[src/rtl/cacheline_adaptor_pkg.sv]
// +-----------------------------------------------------------------------+
// | cacheline_adaptor_pkg: state type and default widths for the adaptor  |
// | Revision: 1.0                                                         |
// +-----------------------------------------------------------------------+
`default_nettype none

package cacheline_adaptor_pkg;

    localparam int C_LINE_WIDTH  = 256;
    localparam int C_BURST_WIDTH = 64;
    localparam int C_ADDR_WIDTH  = 32;

    typedef enum logic [1:0] {
        IDLE  = 2'd0,
        READ  = 2'd1,
        WRITE = 2'd2,
        DONE  = 2'd3
    } state_t;

endpackage

`default_nettype wire

[src/rtl/cacheline_burst_adaptor.sv]
// +-----------------------------------------------------------------------+
// | cacheline_burst_adaptor: splits one cache-line request into bursts    |
// | Revision: 1.0                                                         |
// +-----------------------------------------------------------------------+
`default_nettype none

module cacheline_burst_adaptor
    import cacheline_adaptor_pkg::*;
#(
    parameter int LINE_WIDTH  = C_LINE_WIDTH,
    parameter int BURST_WIDTH = C_BURST_WIDTH,
    parameter int ADDR_WIDTH  = C_ADDR_WIDTH
) (
    input  logic                   clk,
    input  logic                   reset,
    input  logic [LINE_WIDTH-1:0]  line_i,
    output logic [LINE_WIDTH-1:0]  line_o,
    input  logic [ADDR_WIDTH-1:0]  address_i,
    input  logic                   read_i,
    input  logic                   write_i,
    output logic                   resp_o,
    output logic                   busy_o,
    input  logic [BURST_WIDTH-1:0] burst_i,
    output logic [BURST_WIDTH-1:0] burst_o,
    output logic [ADDR_WIDTH-1:0]  address_o,
    output logic                   read_o,
    output logic                   write_o,
    input  logic                   resp_i
);

    localparam int C_BEATS  = LINE_WIDTH / BURST_WIDTH;
    localparam int C_OFFSET = $clog2(LINE_WIDTH / 8);
    localparam int C_CW     = $clog2(C_BEATS);
    // BEATS is a power of two, so the last beat index is all ones
    localparam logic [C_CW-1:0] C_LAST = {C_CW{1'b1}};

    state_t                  r_state;
    state_t                  w_next;
    logic [C_CW-1:0]         r_count;
    logic [LINE_WIDTH-1:0]   r_line;
    logic [LINE_WIDTH-1:0]   r_wbuf;
    logic [ADDR_WIDTH-1:0]   r_addr;
    logic                    r_read;
    logic                    r_write;
    logic                    r_resp;
    logic                    w_start;
    logic                    w_beat_ack;
    logic                    w_unused_offset;

    assign w_start         = (r_state == IDLE) && (read_i || write_i);
    assign w_beat_ack      = resp_i && ((r_state == READ) || (r_state == WRITE));
    assign w_unused_offset = ^address_i[C_OFFSET-1:0];

    always_ff @(posedge clk or posedge reset) begin
        if (reset) begin
            r_state <= IDLE;
        end else begin
            r_state <= w_next;
        end
    end

    always_comb begin
        w_next = r_state;
        case (r_state)
            IDLE: begin
                if (read_i) begin
                    w_next = READ;
                end else if (write_i) begin
                    w_next = WRITE;
                end
            end
            READ: begin
                if (resp_i && (r_count == C_LAST)) begin
                    w_next = DONE;
                end
            end
            WRITE: begin
                if (resp_i && (r_count == C_LAST)) begin
                    w_next = DONE;
                end
            end
            DONE:    w_next = IDLE;
            default: w_next = IDLE;
        endcase
    end

    always_comb begin
        burst_o = '0;
        busy_o  = (r_state != IDLE);
        if (r_state == WRITE) begin
            burst_o = r_wbuf[r_count*BURST_WIDTH +: BURST_WIDTH];
        end
    end

    // Request strobes and the completion pulse follow the upcoming state
    always_ff @(posedge clk or posedge reset) begin
        if (reset) begin
            r_read  <= 1'b0;
            r_write <= 1'b0;
            r_resp  <= 1'b0;
            r_addr  <= '0;
            r_count <= '0;
            r_line  <= '0;
            r_wbuf  <= '0;
        end else begin
            r_read  <= (w_next == READ);
            r_write <= (w_next == WRITE);
            r_resp  <= (w_next == DONE);
            if (w_start) begin
                r_addr  <= {address_i[ADDR_WIDTH-1:C_OFFSET], {C_OFFSET{1'b0}}};
                r_count <= '0;
                if (!read_i) begin
                    r_wbuf <= line_i;
                end
            end
            if (w_beat_ack) begin
                r_count <= r_count + 1'b1;
                if (r_state == READ) begin
                    r_line[r_count*BURST_WIDTH +: BURST_WIDTH] <= burst_i;
                end
            end
        end
    end

    assign line_o    = r_line;
    assign address_o = r_addr;
    assign read_o    = r_read;
    assign write_o   = r_write;
    assign resp_o    = r_resp;

endmodule

`default_nettype wire

[config.mk]
export PLATFORM = sky130hd
export DESIGN_NAME = cacheline_burst_adaptor
export DESIGN_NICKNAME = d
export VERILOG_FILES = /design/src/rtl/cacheline_adaptor_pkg.sv /design/src/rtl/cacheline_burst_adaptor.sv
export SDC_FILE = /design/constraint.sdc
export NUM_CORES = 1
export LEC_CHECK = 0
export CAP_MARGIN = 30
export CORE_AREA = 3 3 278 280
export CTS_BUF_LIST = sky130_fd_sc_hd__clkbuf_16
export DETAILED_ROUTE_END_ITERATION = 8
export DIE_AREA = 0 0 281 283
export GPL_TIMING_DRIVEN = 0
export SLEW_MARGIN = 20
export SYNTH_ARGS = -nofsm -noshare
export SYNTH_HDL_FRONTEND = slang
export SYNTH_SLANG_ARGS = --single-unit
export TNS_END_PERCENT = 20
[constraint.sdc]
create_clock -name clk -period 31.1 [get_ports clk]
set_input_delay 4.665 -clock clk [delete_from_list [all_inputs] [get_ports clk]]
set_output_delay 4.665 -clock clk [all_outputs]
set_load 0.01 [all_outputs]
Word-level counts from Yosys, hierarchy flattened
Cells that the tools add are included.
Operators by class
  $add $sub $neg: 2
  reduce and logical (&&, ||, !) cells: 11
  bitwise logic cells: 1
  mux-type cells: 8
  equality and inequality tests: 7
  shift-type cells: 3
Operators by type and width (count)
  $bwmux W256: 1
  $shift A64 B34 Y256 const A: 1
  $shiftx A256 B9 Y64: 1
  $shiftx A64 B34 Y256: 1
  $mux W64: 1
  $neg A8 Y34: 1
  $eq A2 B2 Y1 const B: 5
  $mux W2: 5
  $pmux W2 S3: 1
  $eq A2 B1 Y1 const B: 2
  $reduce_and A2 Y1: 2
  $reduce_bool A2 Y1: 2
  $logic_and A1 B1 Y1: 3
  $add A2 B1 Y2 const B: 1
  $logic_not A2 Y1: 1
  $logic_or A1 B1 Y1: 2
  $reduce_or A2 Y1: 1
  $not A1 Y1: 1
Word-level totals
  word-level logic and storage cells: 40
  input bits: 357
  register bits after elaboration: 546
  output and inout port bits: 356

Depth between registers and ports, before layout
  depth in word-level cells: 5
  depth in mapped cells: 9
  gate-level depth less buffers: 5

Worst setup path after synthesis
OpenSTA, ideal clock, no wires.
  path type: flip-flop to output port
  start point: reg r_count[0]
  end point: out burst_o[35]
  path buffers: 3
  arrival: 1.521 ns
  cell stages (with the launch flop): 6
  data required time: 26.435 ns
  slack: 24.914 ns
  cells stage by stage: dfrtp_1 buf_2 buf_6 buf_6 mux4_2 and2_1
On the way
  cells in the longest elaborated chain, start to end: 2
RTL lines
  start: declaration: line cacheline_burst_adaptor.sv:39  | logic [C_CW-1:0] r_count;
  start signal: assignment: line cacheline_burst_adaptor.sv:117  | r_count <= r_count + 1'b1;
  $shiftx A256 B9 Y64: line cacheline_burst_adaptor.sv:91  | burst_o = r_wbuf[r_count*BURST_WIDTH +: BURST_WIDTH];
  $mux W64: line cacheline_burst_adaptor.sv:90  | if (r_state == WRITE) begin
  end: declaration: line cacheline_burst_adaptor.sv:24  | output logic [BURST_WIDTH-1:0] burst_o,
No other way between the ends.

Worst setup path after layout
  start point: reg r_state[0]
  end point: out burst_o[50]
On the way
  cells in the longest elaborated chain, start to end: 2
RTL lines
  start: declaration: line cacheline_burst_adaptor.sv:37  | state_t r_state;
  start signal: assignment: line cacheline_burst_adaptor.sv:58  | r_state <= w_next;
  $eq A2 B2 Y1: line cacheline_burst_adaptor.sv:90
  $mux W64: line cacheline_burst_adaptor.sv:90
No other way between the ends.

==> results.md <==
- Slowest CP cell: clkbuf_1
- Post-CTS Hold Fix Bufs: 0
- Synth warnings: 0
- Reg clk slew, reported paths: 60 ps
- Least-Margin Pin Slew: ~910 ps
- Mapped Avg Cell Area: around 16 um^2
- Setup crit start kind: flop
- CORE AREA: 74,700 um^2
- Area of the mapped netlist: roughly 22,000 um^2
- Family with the most delay on the worst path: buffers and inverters
- Area grow syn2layout: 47.3%
- Average wire per standard cell: about 27 um
- CTS Buf Count: 61
- CTS H-tree lvls: 2
- Final worst slack: roughly 23,000 ps
- Initial antenna violation count: 21
- Number of flops mapped to enable cells by yosys: 0
- Pwr dens: ~84 nW/um^2
- Fin cells: about 3,200
- Max-slew headroom: 0.393
- Most instantiated library cell after synthesis: dfrtp_1
- First-pass GRT wire length: 123 mm
- Worst-skew pair later-pin latency: 620 ps
- Hold Vio Cnt, Final: 0
- Synth top cells by count: dfrtp_1, mux2_2, a22o_1, and2_1, mux4_2
- Syn Inst Count: 1,375
- # port buffers: around 700
- RSZ-0062 raised after global routing: false
- Via count: ~16,000
- Max clock buf depth: 3
- FP Rows: 100
- Dpl cells: 3,056
- Yosys top cell area share: 0.621
- Top_reg_cell synth: dfrtp_1
- Worst Path Buf+Inv: 4
- Crit-path cells: inv_1 -> ha_1 -> buf_1 -> clkbuf_1 -> and2_1 -> clkdlybuf4s50_1
- Ports: 713
- Clock sinks: ~550
- Top cell type by total area after synthesis: dfrtp_1
- Vias per inst: between 4 and 5
- Total congestion overflow: 0
- Critical path capture point type: output port
- Largest net degree at the start of global routing: around 110
- Crit path max fanout: 10
- Tcrit/Tclk final: 0.258
- Setup CP Type: flop to output port
- Minimum clock period: between 8000 and 9000 ps
- Synth top area cells: dfrtp_1, mux2_2, a22o_1
- Hold crit path type: flop to flop
- Post-CTS setup buffer count: 0
- Critical path required time: ~26,000 ps
- Post-CTS Resized: 0
- Status: completed
- Setup TNS: 0 ps
- WP data arrival: around 3400 ps
- Number of slew-limit violations in the final report: 0
- CTS root buf: clkbuf_16
- DP HPWL: between 60 and 70 mm
- DIE WIDTH: around 280 um
- # Max-Cap Violations: 0
- RePlAce Congestion: between 0.8 and 0.9
- Drt total wl: around 85 mm
- Lkg Pwr: 13.8 nW
- Ys async rst share: 1.00
- Fill cells: 6,730
- Cell variety after synth: 33
- Flop and latch count out of synthesis: ~550
- Final antenna-violating net count: 0
- Number of global-route vias before repair: between 15,000 and 20,000
- Fin nets: 2,516
- CTS tree: done
- Die area: 79,500 um^2
- Total Power: 2.72 mW
- Setup violators final: 0
- Die H: roughly 280 um
- Final Skew: 42.6 ps
- Highest Clock Rate: 124 MHz
- GRT Overall Usage: 0.209
- Cell area after layout: approximately 32,000 um^2
- Sequential area share after synthesis: 0.621
- DRT iter0 DRCs: between 700 and 800
- Setup WS pre-CTS: 23,590 ps
- Layout cells sized above 1: 0.238
- Starting Density: 0.295
- Largest stage delay, worst path: slightly below 600 ps
- Drt drc: 0
- Placed cell areas: between 30,000 and 40,000 um^2
- TritonRoute pass-1 iters: 4
- Worst VDD drop: between 0.04 and 0.05 mV
-- where the power goes --
group	switching [mW]	internal, mW	leakage [nW]	total, mW
sequential	0.128	0.952	6.99	1.08
combinational	0.386	0.554	5.83	0.940
clock	0.304	0.397	0.972	0.701
total	0.818	1.90	13.8	2.72
-- kinds of logic (layout without fill, tap and decap cells) --
| group | after synthesis | in the layout | synth area share |
|---|---|---|---|
| mux | 347 | 347 | 0.210 |
| simple gates | 87 | 87 | 0.0283 |
| buf+inv | 120 | 934 | 0.0312 |
| other cells | 1 | 19 | 0.000170 |
| flops | 546 | 546 | 0.621 |
| fa+ha+maj | 9 | 9 | 0.00512 |
| compound gates | 265 | 265 | 0.104 |
-- cell usage in the layout, fill, tap and decap left out, drive strengths merged --
cell           netlist  routed
nor4                 4       4
diode                0      14
or2                  1       1
o32ai                1       1
and3                 1       1
clkinvlp             0       5
a21boi               1       1
a22o               256     256
and2                64      64
conb                 1       5
clkinv               0      23
mux4                64      64
nor4b                1       1
ha                   9       9
nand3b               1       1
buf                 81      87
dfrtp              546     546
nor2                 3       3
a21oi                3       3
nand2                2       2
nand4bb              1       1
mux2               283     283
nor2b                1       1
nand2b               2       2
clkdlybuf4s50        0     702
nand4                4       4
clkbuf              31      92
nand3                2       2
inv                  8      20
bufinv               0       5
o21ai                4       4
-- cell type report --
| type | instances | area [um^2] | share of cell area |
|---|---|---|---|
| inverters | 8 | 37.5 | 0.00116 |
| well taps | 969 | 1210 | 0.0374 |
| repair buffers | 708 | 7190 | 0.222 |
| multi-input cells | 713 | 7670 | 0.237 |
| clock buffers | 61 | 1530 | 0.0471 |
| clock inverters | 45 | 412 | 0.0127 |
| diodes | 14 | 35.0 | 0.00108 |
| flip-flops and latches | 546 | 13700 | 0.422 |
| plain buffers | 112 | 656 | 0.0202 |
-- worst register-to-register path, stage by stage (launching register included) --
cell and delay [ps]:
dfrtp_1 540, buf_2 360, buf_1 670, inv_1 210
ha_1 230, buf_2 200, nand4_1 140, clkbuf_1 700
clkbuf_1 690, a22o_1 260
-- per-stage QoR --
step	utilization	hold WS, ps
after floorplan	-	474
after global placement	0.405	481
after detailed placement	0.407	487
after CTS	0.433	500
after global routing	0.434	514
final	0.434	501
-- flip-flops by register name, indices dropped and copies added (netlist names) --
name	count
address_o	27
line_o	256
r_count	2
r_state	2
r_wbuf	256
read_o	1
resp_o	1
write_o	1
-- per-layer routing --
| metal | GRT usage | part of all wire | vias up |
|---|---|---|---|
| met5 | 0 | 0.0011 | - |
| met4 | 0.0704 | 0.032 | 16 |
| met3 | 0.0655 | 0.079 | 139 |
| met2 | 0.356 | 0.50 | 598 |
| met1 | 0.249 | 0.39 | 8214 |
| li1 | - | - | 6708 |
-- final timing paths --
check                                         from                 endpoint  cells past startpoint  slack (ps)
hold reg to reg            r_wbuf[168]$_DFFE_PP0P_  r_wbuf[168]$_DFFE_PP0P_                      1         500
setup reg to reg            r_count[1]$_DFFE_PP0P_   line_o[49]$_DFFE_PP0P_                      9       27050
max in group asynchronous                    reset  r_wbuf[173]$_DFFE_PP0P_                      5       25080
hold / removal             r_wbuf[168]$_DFFE_PP0P_  r_wbuf[168]$_DFFE_PP0P_                      1         500
min in group asynchronous                    reset    r_wbuf[6]$_DFFE_PP0P_                      2        4430
setup / recovery              r_state[0]$_DFF_PP0_              burst_o[50]                      6       23070
Power figures use the tool's default switching activity.
